File: config.mk
export PLATFORM = sky130hd
export DESIGN_NAME = vga_timing_gen
export DESIGN_NICKNAME = d
export VERILOG_FILES = /design/src/rtl/vga_timing_pkg.sv /design/src/rtl/vga_delay_line.sv /design/src/rtl/vga_timing_gen.sv
export SDC_FILE = /design/constraint.sdc
export NUM_CORES = 1
export LEC_CHECK = 0
export ABC_AREA = 1
export CAP_MARGIN = 20
export CORE_UTILIZATION = 43
export CTS_BUF_LIST = sky130_fd_sc_hd__clkbuf_16
export CTS_CLUSTER_DIAMETER = 120
export DETAILED_ROUTE_END_ITERATION = 16
export PLACE_DENSITY = 0.81
export SLEW_MARGIN = 10
export SYNTH_ARGS = -nofsm -noshare
export SYNTH_HDL_FRONTEND = slang
export SYNTH_HIERARCHICAL = 1
export SYNTH_SLANG_ARGS = --single-unit
export TNS_END_PERCENT = 10
File: constraint.sdc
create_clock -name clk -period 1.35 [get_ports clk]
set_input_delay 0.2025 -clock clk [delete_from_list [all_inputs] [get_ports clk]]
set_output_delay 0.2025 -clock clk [all_outputs]
set_load 0.02 [all_outputs]
File: src/rtl/vga_timing_pkg.sv
// vga_timing_pkg: 640x480@60 timing constants, colours and cube kinds shared by the VGA path.
package vga_timing_pkg;
  localparam logic [9:0] H_DISP  = 10'd640;
  localparam logic [9:0] H_FRONT = 10'd16;
  localparam logic [9:0] H_SYNC  = 10'd96;
  localparam logic [9:0] H_BACK  = 10'd48;
  localparam logic [9:0] V_DISP  = 10'd480;
  localparam logic [9:0] V_FRONT = 10'd10;
  localparam logic [9:0] V_SYNC  = 10'd2;
  localparam logic [9:0] V_BACK  = 10'd33;
  localparam logic [9:0] H_TOTAL = H_DISP + H_FRONT + H_SYNC + H_BACK;
  localparam logic [9:0] V_TOTAL = V_DISP + V_FRONT + V_SYNC + V_BACK;
  localparam logic [23:0] RED    = 24'hFF0000;
  localparam logic [23:0] GREEN  = 24'h00FF00;
  localparam logic [23:0] BLUE   = 24'h0000FF;
  localparam logic [23:0] YELLOW = 24'hFFFF00;
  localparam logic [23:0] BLACK  = 24'h000000;
  localparam logic [23:0] WHITE  = 24'hFFFFFF;
  typedef enum logic [1:0] {NONE, HEAD, BODY, WALL} cube_kind_e;
  typedef struct packed {
    logic hs;
    logic vs;
    logic de;
  } sync_t;
  function automatic logic in_range(input logic [9:0] v, input logic [9:0] lo, input logic [9:0] hi);
    return (v >= lo) && (v < hi);
  endfunction
endpackage

File: src/rtl/vga_delay_line.sv
// vga_delay_line: D-stage clock-enabled delay line of W-bit words with async active-low clear.
module vga_delay_line
  import vga_timing_pkg::*;
#(
  parameter int W = 1,
  parameter int D = 1
) (
  input  logic         clk,
  input  logic         rst_n,
  input  logic         i_ce,
  input  logic [W-1:0] i_d,
  output logic [W-1:0] o_q
);
  logic [W-1:0] r_pipe [D];
  always_ff @(posedge clk or negedge rst_n)
    if (!rst_n) r_pipe <= '{default: '0};
    else if (i_ce) begin
      r_pipe[0] <= i_d;
      for (int i = 1; i < D; i++) r_pipe[i] <= r_pipe[i-1];
    end
  assign o_q = r_pipe[D-1];
endmodule

File: src/rtl/vga_timing_gen.sv
// vga_timing_gen: VGA scan counters, sync generation and colour-stage alignment to the DAC pins.
module vga_timing_gen #(
  parameter logic [9:0] H_DISP   = vga_timing_pkg::H_DISP,
  parameter logic [9:0] H_FRONT  = vga_timing_pkg::H_FRONT,
  parameter logic [9:0] H_SYNC   = vga_timing_pkg::H_SYNC,
  parameter logic [9:0] H_BACK   = vga_timing_pkg::H_BACK,
  parameter logic [9:0] V_DISP   = vga_timing_pkg::V_DISP,
  parameter logic [9:0] V_FRONT  = vga_timing_pkg::V_FRONT,
  parameter logic [9:0] V_SYNC   = vga_timing_pkg::V_SYNC,
  parameter logic [9:0] V_BACK   = vga_timing_pkg::V_BACK,
  parameter int         DATA_LAT = 1,
  parameter logic       SYNC_POL = 1'b0
) (
  input  logic        clk,
  input  logic        rst_n,
  input  logic        pix_ce,
  input  logic [23:0] vga_data,
  output logic [9:0]  vga_xpos,
  output logic [9:0]  vga_ypos,
  output logic        vga_hs,
  output logic        vga_vs,
  output logic        vga_de,
  output logic [23:0] vga_rgb,
  output logic        vblank_start
);
  import vga_timing_pkg::*;
  localparam logic [9:0] H_TOT = H_DISP + H_FRONT + H_SYNC + H_BACK;
  localparam logic [9:0] V_TOT = V_DISP + V_FRONT + V_SYNC + V_BACK;
  logic [9:0]  r_h, r_v;
  logic        w_h_end, w_v_end, w_active;
  sync_t       w_raw, w_dly;
  logic        r_hs, r_vs, r_de;
  logic [23:0] r_rgb;
  assign w_h_end = r_h == H_TOT - 10'd1;
  assign w_v_end = r_v == V_TOT - 10'd1;
  always_ff @(posedge clk or negedge rst_n)
    if (!rst_n) begin
      r_h <= '0;
      r_v <= '0;
    end else if (pix_ce) begin
      r_h <= w_h_end ? 10'd0 : r_h + 10'd1;
      if (w_h_end) r_v <= w_v_end ? 10'd0 : r_v + 10'd1;
    end
  always_comb begin
    w_active = (r_h < H_DISP) && (r_v < V_DISP);
    w_raw.hs = in_range(r_h, H_DISP + H_FRONT, H_DISP + H_FRONT + H_SYNC);
    w_raw.vs = in_range(r_v, V_DISP + V_FRONT, V_DISP + V_FRONT + V_SYNC);
    w_raw.de = w_active;
  end
  // sync and de travel alongside the colour stage so all pins line up
  vga_delay_line #(.W($bits(sync_t)), .D(DATA_LAT)) u_align (
    .clk   (clk),
    .rst_n (rst_n),
    .i_ce  (pix_ce),
    .i_d   (w_raw),
    .o_q   (w_dly)
  );
  always_ff @(posedge clk or negedge rst_n)
    if (!rst_n) begin
      r_hs  <= ~SYNC_POL;
      r_vs  <= ~SYNC_POL;
      r_de  <= 1'b0;
      r_rgb <= '0;
    end else if (pix_ce) begin
      r_hs  <= w_dly.hs ~^ SYNC_POL;
      r_vs  <= w_dly.vs ~^ SYNC_POL;
      r_de  <= w_dly.de;
      r_rgb <= w_dly.de ? vga_data : 24'h0;
    end
  assign vga_xpos     = w_active ? r_h : 10'd0;
  assign vga_ypos     = w_active ? r_v : 10'd0;
  assign vga_hs       = r_hs;
  assign vga_vs       = r_vs;
  assign vga_de       = r_de;
  assign vga_rgb      = r_rgb;
  assign vblank_start = pix_ce && w_h_end && (r_v == V_DISP - 10'd1);
endmodule
=== Word level (Yosys, flattened, before mapping) ===
Index checks and enable logic that the tools add are counted.
Widths: inputs -> output; s select.

* Logic and storage cells: 31
* Output and inout port bits: 48
* Input port bits: 27
* Register bits after elaboration: 50

* Equality and inequality tests: 3
* Order comparisons: 6
* Reduce and logical (&&, ||, !) cells: 6
* Multiplexer cells: 5
* $add $sub $neg: 2
* Bitwise gates (word level): 2

{| class="wikitable"
|+ Operators by type and width
! operator !! count
|-
| $mux 10 || 4
|-
| $mux 24 || 1
|-
| $add 10x1->10 const B || 2
|-
| $eq 10x10->1 const B || 2
|-
| $lt 10x10->1 const B || 2
|-
| $lt 10x9->1 const B || 2
|-
| $eq 10x9->1 const B || 1
|-
| $ge 10x10->1 const B || 1
|-
| $ge 10x9->1 const B || 1
|-
| $logic_and 1x1->1 || 5
|-
| $not 1->1 || 2
|-
| $reduce_and 2->1 || 1
|}

=== Logic depth before layout (Yosys ltp) ===
Gate-level depths: netlist (run 1).

* Depth in word-level cells: 3
* Gate-level depth with buffers: 9
* Mapped depth without buffers: 8

=== Modules after synthesis ===
The synthesis (run 1) kept the hierarchy.

{| class="wikitable"
|+ By module, submodules not included
! module !! area each (um2) !! cells an instance !! times used
|-
| vga_timing_gen || 2404.8 || 311 || 1
|-
| vga_delay_line || 112.6 || 13 || 1
|}

=== Worst setup path after synthesis (run 1) ===
OpenSTA, ideal clock, no wires.

* Path type: register -> output
* Start point: register r_h[0]
* End point: output port vblank_start
* Buffers on the path: 0
* Cell stages (with the launch flop): 7
* Slack: -0.096 ns
* Data arrival time: 1.243 ns
* Cells stage by stage: dfrtp_1 > ha_1 > nand2_1 > nor2_2 > nand4_4 > nor2_1 > and3_1

* Word-level cells in the longest chain between the ends: 3

{| class="wikitable"
|+ RTL lines
! what !! line !! RTL
|-
| from (decl) || vga_timing_gen.sv:29 || <nowiki>logic [9:0] r_h, r_v;</nowiki>
|-
| from (signal assigned) || vga_timing_gen.sv:41 || <nowiki>r_h <= w_h_end ? 10'd0 : r_h + 10'd1;</nowiki>
|-
| $eq 10x10->1 || vga_timing_gen.sv:34 || <nowiki>assign w_h_end = r_h == H_TOT - 10'd1;</nowiki>
|-
| $logic_and 1x1->1 (2 in a row) || vga_timing_gen.sv:76 || <nowiki>assign vblank_start = pix_ce && w_h_end && (r_v == V_DISP - 10'd1);</nowiki>
|-
| to (decl) || vga_timing_gen.sv:24 || <nowiki>output logic vblank_start</nowiki>
|}

Every way passes these cells.

=== Worst setup path after layout (run 1) ===
* Start point: register r_v[6]
* End point: output port vga_ypos[2]

* Word-level cells in the longest chain between the ends: 3

{| class="wikitable"
|+ RTL lines
! what !! line !! RTL
|-
| from (decl) || vga_timing_gen.sv:29 ||
|-
| from (signal assigned) || vga_timing_gen.sv:42 || <nowiki>if (w_h_end) r_v <= w_v_end ? 10'd0 : r_v + 10'd1;</nowiki>
|-
| $lt 10x9->1 || vga_timing_gen.sv:45 || <nowiki>w_active = (r_h < H_DISP) && (r_v < V_DISP);</nowiki>
|-
| $logic_and 1x1->1 || vga_timing_gen.sv:45 ||
|-
| $mux 10 || vga_timing_gen.sv:71 || <nowiki>assign vga_ypos = w_active ? r_v : 10'd0;</nowiki>
|-
| to (decl) || vga_timing_gen.sv:19 || <nowiki>output logic [9:0] vga_ypos,</nowiki>
|}

Every way passes these cells.

==> results of run 1 <==
timing repair:
action	4_1_cts	5_1_grt
endpoints found under the setup margin	90	43
pin swaps	2	7
buffers inserted	2	1
hold buffers	1	0
hold endpoints to repair	9	0
cloned	0	1
gates resized for setup	96	79
where the power goes:
part	internal, µW	switching (µW)
registers	1850	291
clock network	687	557
logic	1370	1760
total	3910	2600
registers in the layout, indices dropped and copies added (netlist names):
register     count
u_align/o_q      3
vga_rgb         24
r_h             10
vga_de           1
vga_hs           1
vga_vs           1
r_v             10
cells by family after synthesis:
family | Yosys count | share of synthesized area
AOI/OAI and AO/OA | 17 | 0.03628
DFF | 50 | 0.4980
adders and majority gates | 4 | 0.01988
other | 1 | 0.001490
xor gates and xnor gates | 3 | 0.01044
buffers and inverters | 49 | 0.08449
and+or+nand+nor | 200 | 0.3494
worst max path at each step:
| stage | endpoint | slack, ps | cells past startpoint |
|---|---|---|---|
| 2_1_floorplan | vblank_start | -60 | 6 |
| 3_5_place_dp | vblank_start | -590 | 5 |
| 4_1_cts | vga_ypos[4] | -510 | 7 |
| 5_1_grt | vga_ypos[2] | -620 | 8 |
| 6_report | vga_ypos[2] | -520 | 8 |
| 3_3_place_gp | vblank_start | -590 | 5 |
worst max-delay path, cell delays in order, from the launching register on:
cell	delay, ps
dfrtp_1	410
nand2_2	110
nor2_4	40
inv_2	50
nand4_1	210
buf_6	230
buf_6	110
nor2_4	100
buf_6	120
per-layer routing:
| metal | GRT usage | vias up |
|---|---|---|
| li1 | - | 1256 |
| met3 | 0.05116 | 10 |
| met5 | 0 | - |
| met1 | 0.2799 | 1211 |
| met2 | 0.3974 | 83 |
| met4 | 0.08704 | 0 |
synth_stat cells:
| master | count |
|---|---|
| nand3_2 | 2 |
| nor2_1 | 32 |
| o21ai_1 | 4 |
| nor2_2 | 3 |
| nand2_1 | 104 |
| o21ai_2 | 1 |
| clkbuf_1 | 9 |
| dfrtp_1 | 48 |
| clkinv_2 | 1 |
| ha_1 | 4 |
| dfstp_2 | 2 |
| o21ai_0 | 10 |
| or2_2 | 1 |
| o31ai_1 | 1 |
| nand2_2 | 1 |
| buf_4 | 5 |
| xor2_1 | 3 |
| inv_2 | 2 |
| buf_6 | 1 |
| buf_2 | 1 |
| nor4_1 | 2 |
| nand4_4 | 1 |
| nor3_2 | 1 |
| nand3_1 | 42 |
| conb_1 | 1 |
| nor3_1 | 4 |
| and3_1 | 1 |
| inv_1 | 30 |
| a21oi_1 | 1 |
| nand4_1 | 6 |
layout by cell type, fill, tap and decap left out, drive strengths merged, types with 2 or more instances in the layout:
cell | synthesis | routed
buf | 7 | 75
clkbuf | 9 | 6
clkdlybuf4s50 | 0 | 24
clkinv | 1 | 3
dfrtp | 48 | 48
dfstp | 2 | 2
dlygate4sd2 | 0 | 26
ha | 4 | 4
inv | 32 | 33
nand2 | 105 | 105
nand3 | 44 | 44
nand4 | 7 | 7
nor2 | 35 | 35
nor3 | 5 | 5
nor4 | 2 | 2
o21ai | 15 | 15
xor2 | 3 | 3
final cells by class:
type	count	area, µm²	area share
well taps	72	90.09	0.02330
inverters	33	128.9	0.03333
clock buffers	5	125.1	0.03236
repair buffers	128	1105	0.2858
clock inverters	3	21.27	0.005502
multi-input cells	225	1141	0.2951
flip-flops and latches	50	1255	0.3246
stage by stage:
| step | TNS, ps | cells |
|---|---|---|
| detailed placement | -24780 | 503 |
| global route | -12270 | 516 |
| CTS | -9250 | 514 |
| finish | -8943 | 516 |
| floorplan | -64.49 | 324 |
| global placement | -23820 | 503 |
==> flow_metrics.env, run 1 <==
export IMPL_antenna_cells=0
export IMPL_hold_ws_ps=341.9
export IMPL_crit_type="register to primary output"
export IMPL_hold_violations=0
export IMPL_peakVddDrop_mv=1.149
export IMPL_end_kind="primary output"
export IMPL_status="finished, violations left"
export IMPL_met1_length_um=2860
export IMPL_overflow=0
export IMPL_synth_fp_nets=355
export IMPL_maxCapViolCount=0
export IMPL_layout_nets=474
export IMPL_place_gp_congestion=0.8820
export IMPL_die_x_um=78.52
export IMPL_clk_latency_ps=290
export IMPL_wl_um=6947
export IMPL_finalMaxSlewViolations=0
export IMPL_finalSetupViolCount=26
export IMPL_violations="setup timing"
export IMPL_coreArea_um2=5574
export IMPL_synth_top_cells_by_area="dfrtp_1 48%, nand2_1 16%, nand3_1 8.3%"
export IMPL_worst_setup_path_start_kind="register"
export IMPL_hold_class="input port to asynchronous set/reset pin"
export IMPL_clock_sinks=50
export IMPL_syn_area_um2=2517
export IMPL_grt_pass1_vias=2503
export IMPL_drive_gt1_frac=0.2748
export IMPL_cts_buffer_depth=2
export IMPL_period_needed_ps=1870
export IMPL_ios=75
export IMPL_grt_start_max_net_pins=37
export IMPL_cts_clk_slew_worst_paths_ps=70
export IMPL_htree_num_levels=2
export IMPL_first_pass_iters=4
export IMPL_synth_top_cell_by_area="dfrtp_1"
export IMPL_drt_iter0_markers=169
export IMPL_cp_arrival_ps=1670
export IMPL_wl_per_cell_um=13.46
export IMPL_top_layer="met4"
export IMPL_wl_met3_um=330
export IMPL_leakagePower_uw=0.002053
export IMPL_cts_buffers=5
export IMPL_start_util=0.4516
export IMPL_dpl_hpwl_um=4717
export IMPL_fp_row_count=27
export IMPL_port_buffers=73
export IMPL_grt_total_usage=0.2306
export IMPL_finalWorstSetupSlack_ps=-519.7
export IMPL_vias=2560
export IMPL_rsz0062_at_grt="yes"
export IMPL_grt_antenna_before_repair=0
export IMPL_yosysWarningCount=6
export IMPL_drc=0
export IMPL_via_per_inst=4.961
export IMPL_n_fill_cell=468
export IMPL_synth_top_area_frac=0.4771
export IMPL_ys_types=30
export IMPL_post_place_ws_ps=-590.2
export IMPL_crit_required_ps=1150
export IMPL_final_cell_area_um2=3866
export IMPL_period_share=1.385
export IMPL_powerDensity_nw_per_um2=1684
export IMPL_fp_dieArea_um2=6165
export IMPL_power_uw=6510
export IMPL_regToRegEndpoint="r_v[9]$_DFFE_PN0P_"
export IMPL_cp_startpoint="r_v[6]$_DFFE_PN0P_"
export IMPL_avgSynthCellArea_um2=7.770
export IMPL_cp_max_fo=7
export IMPL_rrSetupSlack_ps=-100
export IMPL_ant_nets=0
export IMPL_final_util=0.6936
export IMPL_grt_pass1_wl_um=11100
export IMPL_cts_tree="yes"
export IMPL_synth_cells=324
export IMPL_r2r_start="r_h[5]$_DFFE_PN0P_"
export IMPL_fin_skew_ps=2.225
export IMPL_area_growth_pct=53.58
export IMPL_cts_root_buf="clkbuf_16"
export IMPL_ys_ff_latch=50
export IMPL_max_freq_ghz=0.5348
export IMPL_placed_cell_area_um2=3638
export IMPL_ys_seq_area_frac=0.4980
export IMPL_wl_met2_um=3625
export IMPL_die_h_um=78.52
export IMPL_reg2regPathDepth=8
(Power assumes the default switching activity.)
==> run 2: changes to the inputs <==
- CORE_ASPECT_RATIO: not set -> 1.25
- SETUP_SLACK_MARGIN: not set -> 0.15
==> run 2 against run 1 <==
The run still ends with setup timing left; core utilization grew 4.2 points; first-iteration DRC count fell by 35%; clock power barely moved; wire length grew 2.8%; sequential power is 2% higher; clock skew up 3.4 ps; largest cell class is now multi-input combinational cells; die area hardly changed; non-clock buffer count rose by 7; count of clock-buffer cells in the layout stayed put; largest power group unchanged; via count is 2.8% higher.
==> flow_metrics.env, run 2 (synthesis gave the netlist of run 1 again) <==
export IMPL_r2r_start="r_h[0]$_DFFE_PN0P_"
export IMPL_place_gp_congestion=0.8550
export IMPL_overflow=0
export IMPL_grt_antenna_before_repair=0
export IMPL_power_uw=7160
export IMPL_clk_latency_ps=290
export IMPL_most_common_layout_cells="100 x nand2_1, 58 x buf_4, 47 x dfrtp_1"
export IMPL_first_pass_iters=4
export IMPL_period_needed_ps=1779
export IMPL_rsz0062_at_grt="yes"
export IMPL_path_delay_family="simple AND/OR/NAND/NOR gates"
export IMPL_drt_iter0_markers=110
export IMPL_end_kind="primary output"
export IMPL_finalWorstSetupSlack_ps=-429.3
export IMPL_cts_clk_slew_worst_paths_ps=70
export IMPL_cts_buffers=5
export IMPL_fin_setup_tns_ps=-8548
export IMPL_fp_row_count=30
export IMPL_fp_dieArea_um2=6166
export IMPL_cts_root_buf="clkbuf_16"
export IMPL_grt_total_usage=0.2394
export IMPL_cp_arrival_ps=1580
export IMPL_violations="setup timing"
export IMPL_crit_required_ps=1150
export IMPL_coreArea_um2=5518
export IMPL_cp_max_fo=2
export IMPL_post_place_ws_ps=-577.9
export IMPL_hold_violations=0
export IMPL_status="finished, violations left"
export IMPL_peakVddDrop_mv=1.047
export IMPL_path_buf_inv=1
export IMPL_vias=2632
export IMPL_crit_type="register to primary output"
export IMPL_antenna_cells=0
export IMPL_final_cell_area_um2=4056
export IMPL_layout_nets=481
export IMPL_wl_met2_um=3734
export IMPL_multi_input_area_um2=1280
export IMPL_critPathSlowestCell="dfrtp_1"
export IMPL_cpPeakStageDelay_ps=400
export IMPL_die_h_um=87.55
export IMPL_hold_ws_ps=396.8
export IMPL_finalMaxSlewViolations=0
export IMPL_cp_cell_sequence="ha_4, nand2_4, nor2_4, nand4_4, nor2_2, and3_4, buf_6"
export IMPL_cts_buffer_depth=2
export IMPL_maxCapViolCount=0
export IMPL_ios=75
export IMPL_grt_pass1_wl_um=11700
export IMPL_largest_reg_flops=24
export IMPL_die_x_um=70.44
export IMPL_start_util=0.4562
export IMPL_clock_sinks=50
export IMPL_drc=0
export IMPL_hold_class="input port to asynchronous set/reset pin"
export IMPL_final_common_cell="nand2_1"
export IMPL_wl_um=7144
export IMPL_ant_nets=0
export IMPL_dpl_hpwl_um=4820
export IMPL_top_layer="met4"
export IMPL_cts_tree="yes"
export IMPL_period_share=1.318
export IMPL_htree_num_levels=2
export IMPL_grt_start_max_net_pins=37
export IMPL_finalSetupViolCount=35
export IMPL_wl_met3_um=409
export IMPL_port_buffers=73
export IMPL_n_fill_cell=390
export IMPL_max_freq_ghz=0.5620
export IMPL_drive_gt1_frac=0.3548
export IMPL_leakagePower_uw=0.002060
export IMPL_area_growth_pct=61.13
export IMPL_via_per_inst=5.111
export IMPL_seqCellArea_um2=1255
export IMPL_fin_skew_ps=5.669
export IMPL_met1_length_um=2766
export IMPL_cp_startpoint="r_h[0]$_DFFE_PN0P_"
export IMPL_worst_setup_path_start_kind="register"
export IMPL_wl_per_cell_um=13.87
export IMPL_grt_pass1_vias=2697
export IMPL_powerDensity_nw_per_um2=1765
export IMPL_placed_cell_area_um2=3661
[run 2: final cells by class]
cell class                 instances  share of cell area
inverter                          33             0.03085
multi-input combinational        225              0.3155
clock buffer                       5             0.03085
sequential                        50              0.3094
tap                               64             0.01974
clock inverter                     3            0.005552
timing repair buffer             135              0.2881
[run 2: worst paths after layout]
check | end | slack, ps | cells past startpoint
min in group clk | vga_hs$_DFFE_PN1P_ | 450 | 1
max reg2reg | r_v[9]$_DFFE_PN0P_ | -160 | 8
max in group asynchronous | vga_rgb[10]$_DFFE_PN0P_ | 400 | 3
min | u_align/o_q[0]$_DFFE_PN0P_ | 400 | 2
max | vblank_start | -430 | 7
min reg2reg | vga_hs$_DFFE_PN1P_ | 450 | 1
[run 2: metrics by stage]
| stage | std cells | utilization |
|---|---|---|
| 2_1_floorplan | 324 | - |
| 3_3_place_gp | 499 | 0.6635 |
| 3_5_place_dp | 499 | 0.6635 |
| 4_1_cts | 513 | 0.7215 |
| 5_1_grt | 515 | 0.7351 |
| 6_report | 515 | 0.7351 |
[run 2: what timing repair did]
action | 4_1_cts | 5_1_grt
pin swaps | 3 | 8
hold buffers | 1 | 0
setup endpoints to repair | 96 | 62
endpoints found under the hold margin | 15 | 0
setup buffers | 5 | 2
resized for setup | 211 | 48
[run 2: metal layers]
layer | track usage | vias up
li1 | - | 1272
met1 | 0.2733 | 1237
met2 | 0.4364 | 102
met3 | 0.05754 | 21
met4 | 0.08545 | 0
met5 | 0 | -
[run 2: worst reg2reg max path, delay by kind of cell (launching register included)]
kind | cells | cell delay [ps]
DFF | 1 | 420
buffers and inverters | 2 | 400
and+or+nand+nor | 5 | 390
adders and majority gates | 1 | 190
[run 2: power breakdown]
part | internal (µW) | total, µW | switching (µW)
registers | 1850 | 2180 | 331
logic | 1670 | 3710 | 2040
clock network | 698 | 1270 | 575
total | 4220 | 7160 | 2940
==> run 3: changes to the inputs <==
- SETUP_SLACK_MARGIN: 0.15 -> not set
==> run 3 against run 2 <==
The run still ends with setup timing left; hold slack improved by 20 ps; final cell count is 0.39% lower; critical path depth shrank 2; sequential share of layout area increased by 0.12 points; core utilization down 0.36 points; count of clock-buffer cells in the layout is the same; design area fell by 0.49%; flip-flop and latch count is the same; clock power is 6% lower; fmax decreased by 3.9%; via count decreased by 0.53%; register-to-register slack worse by 60 ps; largest power group unchanged.
==> flow_metrics.env, run 3 (synthesis gave the netlist of run 1 again) <==
export IMPL_crit_required_ps=1150
export IMPL_largest_reg_flops=24
export IMPL_drive_gt1_frac=0.3163
export IMPL_n_fill_cell=392
export IMPL_first_pass_iters=4
export IMPL_crit_type="register to primary output"
export IMPL_drt_iter0_markers=176
export IMPL_hold_violations=0
export IMPL_dp_cells=495
export IMPL_final_cell_area_um2=4036
export IMPL_via_per_inst=5.103
export IMPL_period_needed_ps=1852
export IMPL_drc=0
export IMPL_wl_um=7183
export IMPL_dpl_hpwl_um=4525
export IMPL_worst_setup_path_start_kind="register"
export IMPL_overflow=0
export IMPL_cp_max_fo=8
export IMPL_finalMaxSlewViolations=0
export IMPL_peakVddDrop_mv=0.9461
export IMPL_maxCapViolCount=0
export IMPL_worst_pin_slew_ps=805.6
export IMPL_grt_pass1_wl_um=11480
export IMPL_finalSetupViolCount=37
export IMPL_place_gp_congestion=0.8197
export IMPL_max_freq_ghz=0.5399
export IMPL_powerDensity_nw_per_um2=1748
export IMPL_cts_tree="yes"
export IMPL_wl_per_cell_um=14.00
export IMPL_placed_cell_area_um2=3628
export IMPL_status="finished, violations left"
export IMPL_ios=75
export IMPL_clk_latency_ps=290
export IMPL_htree_num_levels=2
export IMPL_cp_arrival_ps=1650
export IMPL_die_x_um=70.44
export IMPL_violations="setup timing"
export IMPL_leakagePower_uw=0.002116
export IMPL_vias=2618
export IMPL_cts_buffers=5
export IMPL_port_buffers=73
export IMPL_coreArea_um2=5518
export IMPL_area_growth_pct=60.34
export IMPL_fin_skew_ps=4.706
export IMPL_antenna_cells=0
export IMPL_ant_nets=0
export IMPL_clock_sinks=50
export IMPL_grt_total_usage=0.2358
export IMPL_grt_antenna_before_repair=0
export IMPL_cts_clk_slew_worst_paths_ps=60
export IMPL_layout_nets=479
export IMPL_period_share=1.372
export IMPL_grt_start_max_net_pins=51
export IMPL_cts_buffer_depth=2
export IMPL_final_common_cell="nand2_1"
export IMPL_slew_headroom=0.4629
export IMPL_rsz0062_at_grt="yes"
export IMPL_cts_root_buf="clkbuf_16"
export IMPL_most_common_layout_cells="100 x nand2_1, 56 x buf_4, 48 x dfrtp_1"
export IMPL_hold_class="input port to asynchronous set/reset pin"
export IMPL_fin_setup_tns_ps=-10990
export IMPL_start_util=0.4562
export IMPL_grt_pass1_vias=2479
export IMPL_finalWorstSetupSlack_ps=-502.1
export IMPL_fp_dieArea_um2=6166
export IMPL_die_h_um=87.55
export IMPL_finalNonFillerCells=513
export IMPL_fp_row_count=30
export IMPL_end_kind="primary output"
## run 3: cell types whose count changed in the layout (fill, tap and decap cells not counted), sizes merged
cell	previous run	this run
clkdlybuf4s15	12	1
inv	34	35
buf	84	80
clkinvlp	0	1
clkbuf	18	6
clkinv	2	0
dlygate4sd2	1	25
dlymetal6s2s	0	1
## run 3: final cells by class
type / count / area [µm²] / share of cell area
clock buffer: 5 / 125.1 / 0.03100
clock inverter: 3 / 15.01 / 0.003720
inverter: 33 / 126.4 / 0.03131
multi-input combinational: 225 / 1234 / 0.3056
sequential: 50 / 1254 / 0.3106
tap: 64 / 80.08 / 0.01984
timing repair buffer: 133 / 1202 / 0.2979
## run 3: routing by layer
metal / up-vias / GRT usage / part of all wire
li1: 1266 / - / -
met1: 1231 / 0.2750 / 0.38
met2: 103 / 0.4121 / 0.52
met3: 18 / 0.05984 / 0.059
met4: 0 / 0.1018 / 0.032
met5: - / 0 / 0
## run 3: power by group
group / total [µW] / internal (µW) / switching, µW
Combinational: 3700 / 1670 / 2020
Sequential: 2160 / 1840 / 317
Clock: 1200 / 673 / 524
## run 3: path summary, 6_finish.rpt
check                                                start  cells past startpoint            endpoint  slack [ps]
worst max-delay path                    r_h[9]$_DFFE_PN0P_                      5         vga_xpos[6]        -500
worst min-delay path                                 rst_n                      3  r_v[3]$_DFFE_PN0P_         420
worst max register to register          r_h[1]$_DFFE_PN0P_                      9  r_h[8]$_DFFE_PN0P_        -220
worst min register to register  u_align/o_q[1]$_DFFE_PN0P_                      1  vga_vs$_DFFE_PN1P_         460
max in group asynchronous                            rst_n                      3  vga_hs$_DFFE_PN1P_         630
min in group clk                u_align/o_q[1]$_DFFE_PN0P_                      1  vga_vs$_DFFE_PN1P_         460
## run 3: repair_timing
item,in CTS,in global routing
resized for setup,171,42
setup endpoints to repair,92,68
hold endpoints to repair,48,0
buffers inserted,4,5
pin swaps,4,7
hold buffers,1,0
## run 3: worst max-delay path: stages, from the launching register on
cell     delay, ps
dfrtp_1        420
nand2_2        170
nand4_1        270
buf_6          260
nor2_2         100
buf_6          120
## run 3: through the flow
step	hold slack, ps	power (µW)	setup slack (ps)	utilization
2_1_floorplan	-93.09	3617	-64.49	-
3_3_place_gp	213.3	5223	-585.0	0.6576
3_5_place_dp	213.4	5293	-600.7	0.6576
4_1_cts	447.0	6722	-395.0	0.7016
5_1_grt	466.5	7412	-560.7	0.7315
6_report	417.0	7054	-502.1	0.7315
==> edit 1: new RTL, flow settings as in run 1 <==
The parameter `DATA_LAT` goes from 1 to 2.
--- a/src/rtl/vga_timing_gen.sv
+++ b/src/rtl/vga_timing_gen.sv
@@ -8,7 +8,7 @@
   parameter logic [9:0] V_FRONT  = vga_timing_pkg::V_FRONT,
   parameter logic [9:0] V_SYNC   = vga_timing_pkg::V_SYNC,
   parameter logic [9:0] V_BACK   = vga_timing_pkg::V_BACK,
-  parameter int         DATA_LAT = 1,
+  parameter int         DATA_LAT = 2,
   parameter logic       SYNC_POL = 1'b0
 ) (
   input  logic        clk,
Formal check against the unedited RTL: not equivalent (a bounded check fails within 4 cycles, from zero or initial values and one cycle with rst_n low).
==> edit 1 against run 1 <==
Synthesized area up 5.2%. Sequential cell count up 3. Setup slack lost 0.028 ns. Utilization increased by 1.8 points. Via count increased by 11%. The flow still finishes with violations (setup timing). Total power rose by 4.3%. Largest cell class unchanged. Hold slack better by 0.092 ns. Design area up 8.9%. Wire length up 18%.
==> edit 1: results (changes against run 1) <==
| Metric | Value |
|---|---|
| Outcome | `finished with violations (unchanged)` |
| Failing checks | `setup timing (unchanged)` |
| Post-synth cell types | `30 (unchanged)` |
| Capturing instance or port of the critical path | `vga_ypos[5] (was vga_ypos[2])` |
| Sequential cell area | `1330 µm² (was 1250 µm²)` |
| Post-synthesis compound-gate area fraction | `3.45% (was 3.63%)` |
| RD Place Congestion | `0.870 (was 0.882)` |
| Post-Synthesis Net Count | `370 (was 355)` |
| Setup skew after layout | `0.00340 ns (was 0.00223 ns)` |
| Total routed wire length on the met1 layer | `3.32 mm (was 2.86 mm)` |
| CP startpoint | `r_v[5] (was r_v[6])` |
| Number of signal-net buffers in the layout | `136 (was 128)` |
| NumNets Final | `494 (was 474)` |
| Int Power | `0.00406 W (was 0.00391 W)` |
| First DRT Iteration DRCs | `185 (was 169)` |
| Placed Area | `3740 µm² (was 3640 µm²)` |
| Register bit total from synthesis | `53 (was 50)` |
| Number of global-route vias before repair | `2,587 (was 2,503)` |
| NonClk Buf Share | `28.8% (was 28.6%)` |
| Worst Path Arrival | `1.70 ns (was 1.67 ns)` |
| End of the worst register-to-register path | `u_align/r_pipe[4] (was r_v[9])` |
| Largest net degree at the start of global routing | `54 (was 37)` |
| Total setup violations reported at the end of the flow | `39 (was 26)` |
| Cell types with the highest counts after synthesis | `113 x sky130_fd_sc_hd__nand2_1, 51 x sky130_fd_sc_hd__dfrtp_1, 42 x sky130_fd_sc_hd__nand3_1 (was 104 x sky130_fd_sc_hd__nand2_1, 48 x sky130_fd_sc_hd__dfrtp_1, 42 x sky130_fd_sc_hd__nand3_1)` |
| Minimum setup slack after placement | `-0.626 ns (was -0.590 ns)` |
| Wire length of the first global-routing pass | `11.7 mm (was 11.1 mm)` |
| Number of standard cells after synthesis | `339 (was 324)` |
| Relative area of clock buffers and inverters in the final design | `3.39% (was 3.79%)` |
| Crit path setup slack, layout | `-0.548 ns (was -0.520 ns)` |
| Fraction of the yosys area taken by sequential cells | `50.2% (was 49.8%)` |
| Multi-Input Combinational | `234 (was 225)` |
| Final Routed Wirelength | `8.22 mm (was 6.95 mm)` |
| Detailed-route vias per instance | `5.26 (was 4.96)` |
| Met1 GRT Util | `29.0% (was 28.0%)` |
| Ratio of cells with drive above 1 in the final layout | `31.7% (was 27.5%)` |
| Hold Crit Class | `in2async (unchanged)` |
| Yosys top cell area share | `48.2% (was 47.7%)` |
| Detailed placer's ending HPWL | `4.81 mm (was 4.72 mm)` |
| Peak VDD IR | `1.33 mV (was 1.15 mV)` |
| Overall die area | `6480 µm² (was 6160 µm²)` |
| Adder-Cell Fraction of Synth Area | `1.89% (was 1.99%)` |
| Highest net fanout along the worst path | `5 (was 7)` |
| Number of cell instances on the worst register-to-register path | `12 (was 8)` |
| Worst Hold Margin | `0.434 ns (was 0.342 ns)` |
| Reg-to-reg setup timing slack | `-0.49 ns (was -0.10 ns)` |
| Total of fill cells in the finished design | `417 (was 468)` |
| Routed length on met2 | `4.27 mm (was 3.63 mm)` |
[edit 1: worst max-delay path, delay by kind of cell (launching register included)]
| kind | cells | cell delay (ns) |
|---|---|---|
| buffers and inverters | 3 | 0.47 |
| and+or+nand+nor | 4 | 0.54 |
| DFF | 1 | 0.40 |
[edit 1: power by group through the flow]
stage               Sequential (W)  Clock (W)  Combinational, W
floorplan                  0.00232          0           0.00130
global placement           0.00218          0           0.00289
detailed placement         0.00219          0           0.00294
CTS                        0.00217    0.00125           0.00295
global route               0.00224    0.00131           0.00357
finish                     0.00220    0.00122           0.00337
[edit 1: timing repair]
action / in CTS / in global routing
pin swaps: 7 / 3
hold endpoints to repair: 51 / 0
endpoints found under the setup margin: 91 / 42
buffers inserted: 11 / 1
hold buffers: 1 / 0
cloned: 1 / 0
resized for setup: 165 / 53
[edit 1: logic make-up after synthesis]
logic type,Yosys count
AOI/OAI and AO/OA,17
DFF,53
and+or+nand+nor,209
xor gates and xnor gates,3
adders and majority gates,4
buffers and inverters,52
other,1
==> edit 2: new RTL, config.mk and constraints of run 1 <==
Made on the original files. Put a register stage on the outputs `vga_xpos`, `vga_ypos` and `vblank_start`, without a reset. The values now appear one clock later. The other outputs are not delayed to match.
--- a/src/rtl/vga_timing_gen.sv
+++ b/src/rtl/vga_timing_gen.sv
@@ -67,11 +67,13 @@
       r_de  <= w_dly.de;
       r_rgb <= w_dly.de ? vga_data : 24'h0;
     end
-  assign vga_xpos     = w_active ? r_h : 10'd0;
-  assign vga_ypos     = w_active ? r_v : 10'd0;
   assign vga_hs       = r_hs;
   assign vga_vs       = r_vs;
   assign vga_de       = r_de;
   assign vga_rgb      = r_rgb;
-  assign vblank_start = pix_ce && w_h_end && (r_v == V_DISP - 10'd1);
+  always_ff @(posedge clk) begin
+    vga_xpos     <= w_active ? r_h : 10'd0;
+    vga_ypos     <= w_active ? r_v : 10'd0;
+    vblank_start <= pix_ce && w_h_end && (r_v == V_DISP - 10'd1);
+  end
 endmodule
Function: changed (a bounded check fails within 4 cycles, from zero or initial values and one cycle with rst_n low).
==> edit 2 against run 1 <==
The run still ends with setup timing left. Sequential cell count grew 21. Synthesized area up 20%. Critical path type is now reg2reg. Synthesized cell count up 9.9%. Via count up 4.3%. Design area grew 11%. Wire length is 7.9% higher. Setup slack improved by 0.50 ns. Highest routed layer unchanged. Critical endpoint is now r_v[4].
Power is not compared: it rests on default switching activity, and its combinational part moved more than twofold at a synthesized area within 25%.
==> edit 2: results (changes against run 1) <==
| Metric | Value |
|---|---|
| Outcome | `finished with violations (unchanged)` |
| Failing checks | `setup timing (unchanged)` |
| DR vias | `2,669 (was 2,560)` |
| Total of fill cells in the finished design | `573 (was 468)` |
| Largest net degree at the start of global routing | `51 (was 37)` |
| RD Place Congestion | `0.795 (was 0.882)` |
| Total global-route track usage | `20.8% (was 23.1%)` |
| Setup skew after layout | `0.00332 ns (was 0.00223 ns)` |
| Number of global-route vias before repair | `2,614 (was 2,503)` |
| Startpoint of the lowest-slack register-to-register path | `r_v[1] (was r_h[5])` |
| Met3 WL | `310 µm (was 330 µm)` |
| Cell types with the highest counts after synthesis | `111 x sky130_fd_sc_hd__nand2_1, 48 x sky130_fd_sc_hd__dfrtp_1, 38 x sky130_fd_sc_hd__nor2_1 (was 104 x sky130_fd_sc_hd__nand2_1, 48 x sky130_fd_sc_hd__dfrtp_1, 42 x sky130_fd_sc_hd__nand3_1)` |
| First DRT Iteration DRCs | `167 (was 169)` |
| TNS Setup | `-0.0529 ns (was -8.94 ns)` |
| Fraction of the yosys area taken by sequential cells | `55.3% (was 49.8%)` |
| Family of cells with the greatest summed delay on the critical path | `simple AND/OR/NAND/NOR gates (was buffers and inverters)` |
| Post-Synthesis Net Count | `387 (was 355)` |
| Minimum setup slack after placement | `-0.248 ns (was -0.590 ns)` |
| Final Routed Wirelength | `7.50 mm (was 6.95 mm)` |
| Worst Path Arrival | `1.59 ns (was 1.67 ns)` |
| Post-synth cell types | `32 (was 30)` |
| End of the worst register-to-register path | `r_v[4] (was r_v[9])` |
| Count of port buffers added during placement | `74 (was 73)` |
| Total setup violations reported at the end of the flow | `4 (was 26)` |
| Detailed placer's ending HPWL | `4.83 mm (was 4.72 mm)` |
| Crit path setup slack, layout | `-0.0194 ns (was -0.520 ns)` |
| Clock transition at the registers of the reported paths | `0.05 ns (was 0.07 ns)` |
| NumNets Final | `483 (was 474)` |
| Worst path max stage delay | `0.43 ns (was 0.41 ns)` |
| Total CTS buffers | `9 (was 5)` |
| Routed length on met2 | `3.89 mm (was 3.63 mm)` |
| Max H-tree Level | `3 (was 2)` |
| Fraction of synthesis flops using an asynchronous set or reset pin | `70.4% (was 100%)` |
-- edit 2: changes by cell type after synthesis, moves of 4 or more --
cell,run 1,this run
sky130_fd_sc_hd__dfxtp_1,0,21
sky130_fd_sc_hd__clkbuf_1,9,5
sky130_fd_sc_hd__xor2_1,3,7
sky130_fd_sc_hd__nor2_1,32,38
sky130_fd_sc_hd__nand3_1,42,36
sky130_fd_sc_hd__o21ai_0,10,6
sky130_fd_sc_hd__nand2_1,104,111
-- edit 2: how the worst max path moves through the flow --
stage,startpoint,to,slack (ns),cells after the start
after detailed placement,pix_ce,r_v[9],-0.25,5
after global placement,pix_ce,r_v[0],-0.19,5
after global routing,r_v[8],u_align/o_q[1],-0.1,6
after floorplan,r_h[0],r_v[6],0.11,7
final,r_v[1],r_v[4],-0.02,9
after CTS,r_v[1],r_v[4],-0.06,9
-- edit 2: cell families (layout without fill, tap and decap cells) --
kind of cell	after synthesis	after routing	synth area share [%]
other	1	1	0.124
AOI/OAI and AO/OA	12	12	2.48
xor gates and xnor gates	8	8	2.31
DFF	71	71	55.3
and+or+nand+nor	210	210	31.0
buffers and inverters	50	151	7.11
adders and majority gates	4	4	1.65
-- edit 2: routing by layer --
layer	vias up	GRT usage (%)
met5	-	0
met3	18	6.54
met2	68	34.6
met4	0	9.39
li1	1287	-
met1	1296	24.7
-- edit 2: repair_timing --
action	CTS	global route
endpoints found under the setup margin	71	37
gates resized for setup	57	20
endpoints found under the hold margin	48	0
pin swaps	2	8
hold buffers	1	0
buffers inserted	0	3
-- edit 2: where the power goes --
part	leakage, nW	switching (W)	internal (W)
sequential	0.805	0.000145	0.00233
combinational	1.25	0.000598	0.000399
clock	0.128	0.000883	0.00122
-- edit 2: per-stage QoR --
step / area, µm² / hold slack, ns / cells / utilization [%] / total power, W
after detailed placement: 3980 / 0.212 / 533 / 58.5 / 0.00357
final: 4310 / 0.379 / 553 / 63.4 / 0.00558
after floorplan: 3030 / -0.0931 / 356 / - / 0.00303
after global placement: 3980 / 0.209 / 533 / 58.5 / 0.00354
after global routing: 4310 / 0.423 / 553 / 63.4 / 0.00582
after CTS: 4220 / 0.394 / 550 / 62.0 / 0.00557
-- edit 2: area by class of cell --
cell class,count,area share (%)
Clock inverter,7,0.959
Tap cell,96,2.79
Inverter,35,3.05
Sequential cell,71,38.9
Clock buffer,9,5.23
Multi-Input combinational cell,235,28.0
Timing Repair Buffer,100,21.0
-- edit 2: worst min-delay path: cells and delay by family --
family / cells / cell delay, ns
buf+inv: 3 / 0.89
